===== config.mk =====
export PLATFORM = sky130hd
export DESIGN_NAME = cam_alloc_ctrl
export DESIGN_NICKNAME = d
export VERILOG_FILES = /design/src/rtl/cam_pkg.sv /design/src/rtl/priority_encoder.sv /design/src/rtl/cam_alloc_ctrl.sv
export SDC_FILE = /design/constraint.sdc
export NUM_CORES = 1
export LEC_CHECK = 0
export ABC_CLOCK_PERIOD_IN_PS = 3300
export CAP_MARGIN = 10
export CORE_MARGIN = 2
export CORE_UTILIZATION = 25
export CTS_CLUSTER_DIAMETER = 100
export DETAILED_ROUTE_END_ITERATION = 8
export SETUP_SLACK_MARGIN = 0.02
export SYNTH_ARGS = -nofsm -noshare
export SYNTH_HDL_FRONTEND = slang
export SYNTH_SLANG_ARGS = --single-unit

===== constraint.sdc =====
create_clock -name clk -period 3.3 [get_ports clk]
set_input_delay 0.33 -clock clk [delete_from_list [all_inputs] [get_ports clk]]
set_output_delay 0.33 -clock clk [all_outputs]
set_load 0.01 [all_outputs]

===== src/rtl/cam_pkg.sv =====
// Shared op/status codes and controller state encoding for the CAM allocation slice.
package cam_pkg;

  typedef enum logic {
    OP_INSERT = 1'b0,
    OP_DELETE = 1'b1
  } cam_op_e;

  typedef enum logic [1:0] {
    ST_OK       = 2'd0,
    ST_FULL     = 2'd1,
    ST_DUP      = 2'd2,
    ST_NOTFOUND = 2'd3
  } cam_status_e;

  typedef enum logic [2:0] {
    IDLE,
    LOOKUP_1,
    LOOKUP_2,
    ISSUE,
    WAIT,
    RESP
  } alloc_state_e;

endpackage


===== src/rtl/priority_encoder.sv =====
// LSB-priority encoder: returns the index of the lowest set request bit.
module priority_encoder #(
  parameter int WIDTH     = 32,
  parameter int IDX_WIDTH = 5
) (
  input  logic [WIDTH-1:0]     req,
  output logic [IDX_WIDTH-1:0] idx,
  output logic                 found
);

  // Scanning downward lets the lowest set bit win the final assignment.
  always_comb begin
    idx   = '0;
    found = 1'b0;
    for (int i = WIDTH - 1; i >= 0; i--) begin
      if (req[i]) begin
        idx   = IDX_WIDTH'(i);
        found = 1'b1;
      end
    end
  end

endmodule


===== src/rtl/cam_alloc_ctrl.sv =====
// CAM entry allocator: owns the valid bitmap, serialises insert/delete requests into CAM writes.
// Optional macro CAM_ALLOC_DUP_CHECK_EN adds a CAM lookup before inserts to reject duplicates.
module cam_alloc_ctrl
  import cam_pkg::*;
#(
  parameter int DATA_WIDTH = 64,
  parameter int ADDR_WIDTH = 5
) (
  input  logic                  clk,
  input  logic                  rst,
  input  logic                  req_valid,
  output logic                  req_ready,
  input  logic                  req_op,
  input  logic [DATA_WIDTH-1:0] req_data,
  output logic                  resp_valid,
  output logic [1:0]            resp_status,
  output logic [ADDR_WIDTH-1:0] resp_addr,
  output logic [ADDR_WIDTH-1:0] cam_write_addr,
  output logic [DATA_WIDTH-1:0] cam_write_data,
  output logic                  cam_write_delete,
  output logic                  cam_write_enable,
  input  logic                  cam_write_busy,
  output logic [DATA_WIDTH-1:0] cam_compare_data,
  input  logic                  cam_match,
  input  logic [ADDR_WIDTH-1:0] cam_match_addr,
  output logic [ADDR_WIDTH:0]   free_count,
  output logic                  full
);

  localparam int ENTRIES = 2 ** ADDR_WIDTH;
  localparam logic [ADDR_WIDTH:0] ALL_FREE = (ADDR_WIDTH + 1)'(ENTRIES);

  alloc_state_e          state;
  cam_op_e               op_q;
  cam_status_e           resp_status_q;
  logic [DATA_WIDTH-1:0] key_q;
  logic [ENTRIES-1:0]    bitmap;
  logic [ADDR_WIDTH:0]   free_cnt;
  logic [ADDR_WIDTH-1:0] wr_addr_q;
  logic [ADDR_WIDTH-1:0] resp_addr_q;
  logic [ADDR_WIDTH-1:0] alloc_idx;
  logic                  alloc_found;
  logic                  wr_del_q;
  logic                  resp_valid_q;
  logic                  ready_en;
  logic                  no_slot;

  priority_encoder #(
    .WIDTH    (ENTRIES),
    .IDX_WIDTH(ADDR_WIDTH)
  ) u_free_pe (
    .req  (~bitmap),
    .idx  (alloc_idx),
    .found(alloc_found)
  );

  assign no_slot          = (free_cnt == '0) || !alloc_found;
  assign req_ready        = ready_en && (state == IDLE) && !cam_write_busy;
  assign cam_write_enable = (state == ISSUE) && !cam_write_busy;
  assign cam_write_addr   = wr_addr_q;
  assign cam_write_data   = key_q;
  assign cam_write_delete = wr_del_q;
  assign cam_compare_data = key_q;
  assign resp_valid       = resp_valid_q;
  assign resp_status      = resp_status_q;
  assign resp_addr        = resp_addr_q;
  assign free_count       = free_cnt;
  assign full             = (free_cnt == '0);

  // ready_en keeps req_ready low while reset is asserted even if the CAM reports idle.
  always_ff @(posedge clk or negedge rst) begin
    if (!rst) begin
      state         <= IDLE;
      op_q          <= OP_INSERT;
      resp_status_q <= ST_OK;
      key_q         <= '0;
      bitmap        <= '0;
      free_cnt      <= ALL_FREE;
      wr_addr_q     <= '0;
      resp_addr_q   <= '0;
      wr_del_q      <= 1'b0;
      resp_valid_q  <= 1'b0;
      ready_en      <= 1'b0;
    end else begin
      ready_en     <= 1'b1;
      resp_valid_q <= 1'b0;
      case (state)
        IDLE: begin
          if (req_valid && req_ready) begin
            key_q <= req_data;
            op_q  <= cam_op_e'(req_op);
`ifdef CAM_ALLOC_DUP_CHECK_EN
            state <= LOOKUP_1;
`else
            if (req_op == OP_DELETE) begin
              state <= LOOKUP_1;
            end else if (no_slot) begin
              state         <= RESP;
              resp_valid_q  <= 1'b1;
              resp_status_q <= ST_FULL;
              resp_addr_q   <= '0;
            end else begin
              state     <= ISSUE;
              wr_addr_q <= alloc_idx;
              wr_del_q  <= 1'b0;
            end
`endif
          end
        end

        LOOKUP_1: state <= LOOKUP_2;

        // CAM match result is valid here, one cycle after the key was presented.
        LOOKUP_2: begin
          if (op_q == OP_DELETE) begin
            if (cam_match) begin
              state     <= ISSUE;
              wr_addr_q <= cam_match_addr;
              wr_del_q  <= 1'b1;
            end else begin
              state         <= RESP;
              resp_valid_q  <= 1'b1;
              resp_status_q <= ST_NOTFOUND;
              resp_addr_q   <= '0;
            end
          end
`ifdef CAM_ALLOC_DUP_CHECK_EN
          else if (cam_match) begin
            state         <= RESP;
            resp_valid_q  <= 1'b1;
            resp_status_q <= ST_DUP;
            resp_addr_q   <= cam_match_addr;
          end
`endif
          else if (no_slot) begin
            state         <= RESP;
            resp_valid_q  <= 1'b1;
            resp_status_q <= ST_FULL;
            resp_addr_q   <= '0;
          end else begin
            state     <= ISSUE;
            wr_addr_q <= alloc_idx;
            wr_del_q  <= 1'b0;
          end
        end

        // Bookkeeping is guarded by the bit's current value so the counter never drifts.
        ISSUE: begin
          if (!cam_write_busy) begin
            state <= WAIT;
            if (wr_del_q) begin
              if (bitmap[wr_addr_q]) begin
                bitmap[wr_addr_q] <= 1'b0;
                free_cnt          <= free_cnt + 1'b1;
              end
            end else if (!bitmap[wr_addr_q]) begin
              bitmap[wr_addr_q] <= 1'b1;
              free_cnt          <= free_cnt - 1'b1;
            end
          end
        end

        WAIT: begin
          if (!cam_write_busy) begin
            state         <= RESP;
            resp_valid_q  <= 1'b1;
            resp_status_q <= ST_OK;
            resp_addr_q   <= wr_addr_q;
          end
        end

        RESP:    state <= IDLE;
        default: state <= IDLE;
      endcase
    end
  end

endmodule


==> flow_metrics.tcl <==
set metrics [dict create \
    cts.htree.levels 4 \
    overflow 0 \
    syn2layout_area_growth_pct 41.9 \
    powerDensity_nw_per_um2 926 \
    drive_above_1_share_pct 15.2 \
    drc_errors 0 \
    ys_top_cells_by_area "dfrtp_1 (46%), mux2_2 (11%), buf_4 (7.4%)" \
    yosysSeqAreaShare_pct 46.2 \
    worst_pin_slew_ns 0.922 \
    fin_crit_ns 2.84 \
    n_antenna_cell 0 \
    setup_viol 0 \
    worstSkewPairLatency_ns 0.42 \
    sw_frac_of_total_pct 36.5 \
    syn_area_um2 6560 \
    vias_per_cell 4.78 \
    critPathCaptureType "primary output" \
    p_comb_share_pct 47.6 \
    io_pins 226 \
    grt_antenna_before_repair 1 \
    status "finished, final reports clean" \
    max-cap-violations 0 \
    dp_hpwl_um 13600 \
    num_rows 59 \
    setup.worst_path.start_class "flip-flop" \
    crit_path_max_fanout 5 \
    cp.required_ns 2.97 \
    drt_wl_total_um 18600 \
    synth_ff_type "dfrtp_1" \
    die_y_um 166 \
    rsz0062_at_grt "false" \
    syn_nets 732 \
    cts-root-buf "clkbuf_16" \
    clock_power_share_pct 21.9 \
    intPower_mw 5.48 \
    finalClockSkew_ns 0.0115 \
    total_power_mw 8.62 \
    max_freq_mhz 352 \
    cts_tree "built" \
    ys_ff_latch 121 \
    die_width_um 166 \
    cts_buffers 17 \
    relSlewSlack_pct 37.6 \
    post_cts_buffers 0 \
    synth_cell_type_count 59 \
    grt_pass1_wl_um 30200 \
    fin_nets 889 \
    post-synth-top-area-fraction_pct 45.8 \
    gp_congestion 0.837 \
    grt_usage_pct 13.5 \
    cts-resized-gates 0 \
    antenna_left 0 \
    cp-startpoint "free_count[3]" \
    n_fill_cell 2566 \
    hp-class "input pin to async pin" \
    cts.reportedPaths.clkPinSlew_ns 0.06 \
    switchingPower_mw 3.15 \
    hold_viol 0 \
    cts_sinks 121 \
    grt_max_degree 72 \
    r2r-start "cam_write_addr[3]" \
    clock_path_buffers 2 \
    syn_area_per_cell_um2 10.1 \
    synth_common_cells "dfrtp_1 (120), buf_4 (65), mux2_2 (65), nand2_1 (65), o21ai_0 (56)" \
    fin_tns_setup_ns 0 \
    yosysMostFrequentCell "dfrtp_1" \
    p_leak_nw 3.63 \
    synth-edff-count 0 \
    drv_slew 0 \
    grt_pass1_vias 5273 \
    fin_crit_sh_pct 86.0 \
    core_um2 25900 \
    synth_top_area_cell "dfrtp_1" \
    start_util_pct 25.3 \
    drt-pass1-iter-count 4 \
    synth_cells 652 \
    worst_ep_arrival_time_ns 2.51 \
    yosys_warnings 0 \
    drt_iter0_drc 549 \
    wl_per_cell_um 16.1 \
    io_buffers 225 \
    criticalPathCategory "flip-flop to primary output" \
    synthArstFlopShare_pct 100 \
    vias 5533 \
    die_area_um2 27600 \
    power_frac_seq_pct 30.5 \
    ir_worst_vdd_uv 485 \
]
-- placed cells by master (no fill, tap or decap), types with 9 or more instances in the layout --
cell	count
clkdlybuf4s50_1	224
dfrtp_1	120
mux2_2	65
nand2_1	64
o21ai_0	56
a21oi_1	47
a31oi_1	34
nor2_1	19
clkbuf_16	17
mux2i_1	15
buf_4	14
inv_1	11
nor3_1	11
nand3_1	9
-- final timing paths --
kind,slack [ns],cells past startpoint,endpoint
worst max-delay path,0.46,3,full
worst min-delay path,0.45,3,async pin
worst max register to register,0.68,7,flip-flop
worst min register to register,0.48,1,resp_status[0]
max in group asynchronous,2.25,3,cam_compare_data[25]
min in group clk,0.48,1,resp_status[0]
-- layout make-up --
type | count | area [um^2] | area share, %
well taps | 335 | 419 | 4.50
flip-flops and latches | 121 | 3030 | 32.5
repair buffers | 240 | 2380 | 25.5
multi-input cells | 418 | 2850 | 30.6
clock inverters | 14 | 153 | 1.64
inverters | 11 | 41.3 | 0.444
clock buffers | 18 | 439 | 4.72
-- worst max-delay path: stages, from the launching register on --
cell and delay (ns):
dfrtp_1 0.42, or4_1 0.52, nor3_1 0.50, clkdlybuf4s50_1 0.66
-- cells by family (layout without fill, tap and decap cells) --
kind of cell | after synthesis | count (layout) | synth area share, %
buf+inv | 113 | 283 | 10.5
simple gates | 150 | 150 | 11.2
other cells | 1 | 1 | 0.0572
compound gates | 171 | 171 | 15.2
flops | 121 | 121 | 46.2
xor+xnor | 5 | 5 | 0.668
mux | 86 | 86 | 15.0
fa+ha+maj | 5 | 5 | 1.07
-- power groups by stage --
stage                     logic [mW]  registers, mW  clock network (mW)
final                           4.10           2.63                1.89
after global routing            4.39           2.73                2.03
after CTS                       4.15           2.64                1.94
after detailed placement        4.15           2.67                   0
after global placement          4.10           2.64                   0
after floorplan                 2.38           2.71                   0
-- per-layer routing --
| layer | routed length, um | global-route usage, % |
|---|---|---|
| met5 | 13 | 0 |
| met4 | 121 | 2.80 |
| met3 | 1210 | 4.12 |
| met2 | 9070 | 22.4 |
| met1 | 8230 | 17.5 |
-- timing repair --
item                       in CTS  in global routing
setup endpoints to repair       0                  0
hold endpoints to repair       71                  0
hold buffers                    1                  0
-- through the flow --
step / setup WS [ns] / hold WS [ns] / area (um^2) / std cells / util, %
2_1_floorplan: 0.821 / 0.0344 / 6560 / 652 / -
6_report: 0.461 / 0.454 / 9310 / 1157 / 35.9
3_5_place_dp: 0.705 / 0.403 / 8710 / 1124 / 33.6
3_3_place_gp: 0.736 / 0.393 / 8710 / 1124 / 33.6
4_1_cts: 0.417 / 0.482 / 9310 / 1157 / 35.9
5_1_grt: 0.303 / 0.483 / 9310 / 1157 / 35.9
Note: power is estimated with default switching activity, not from simulation.
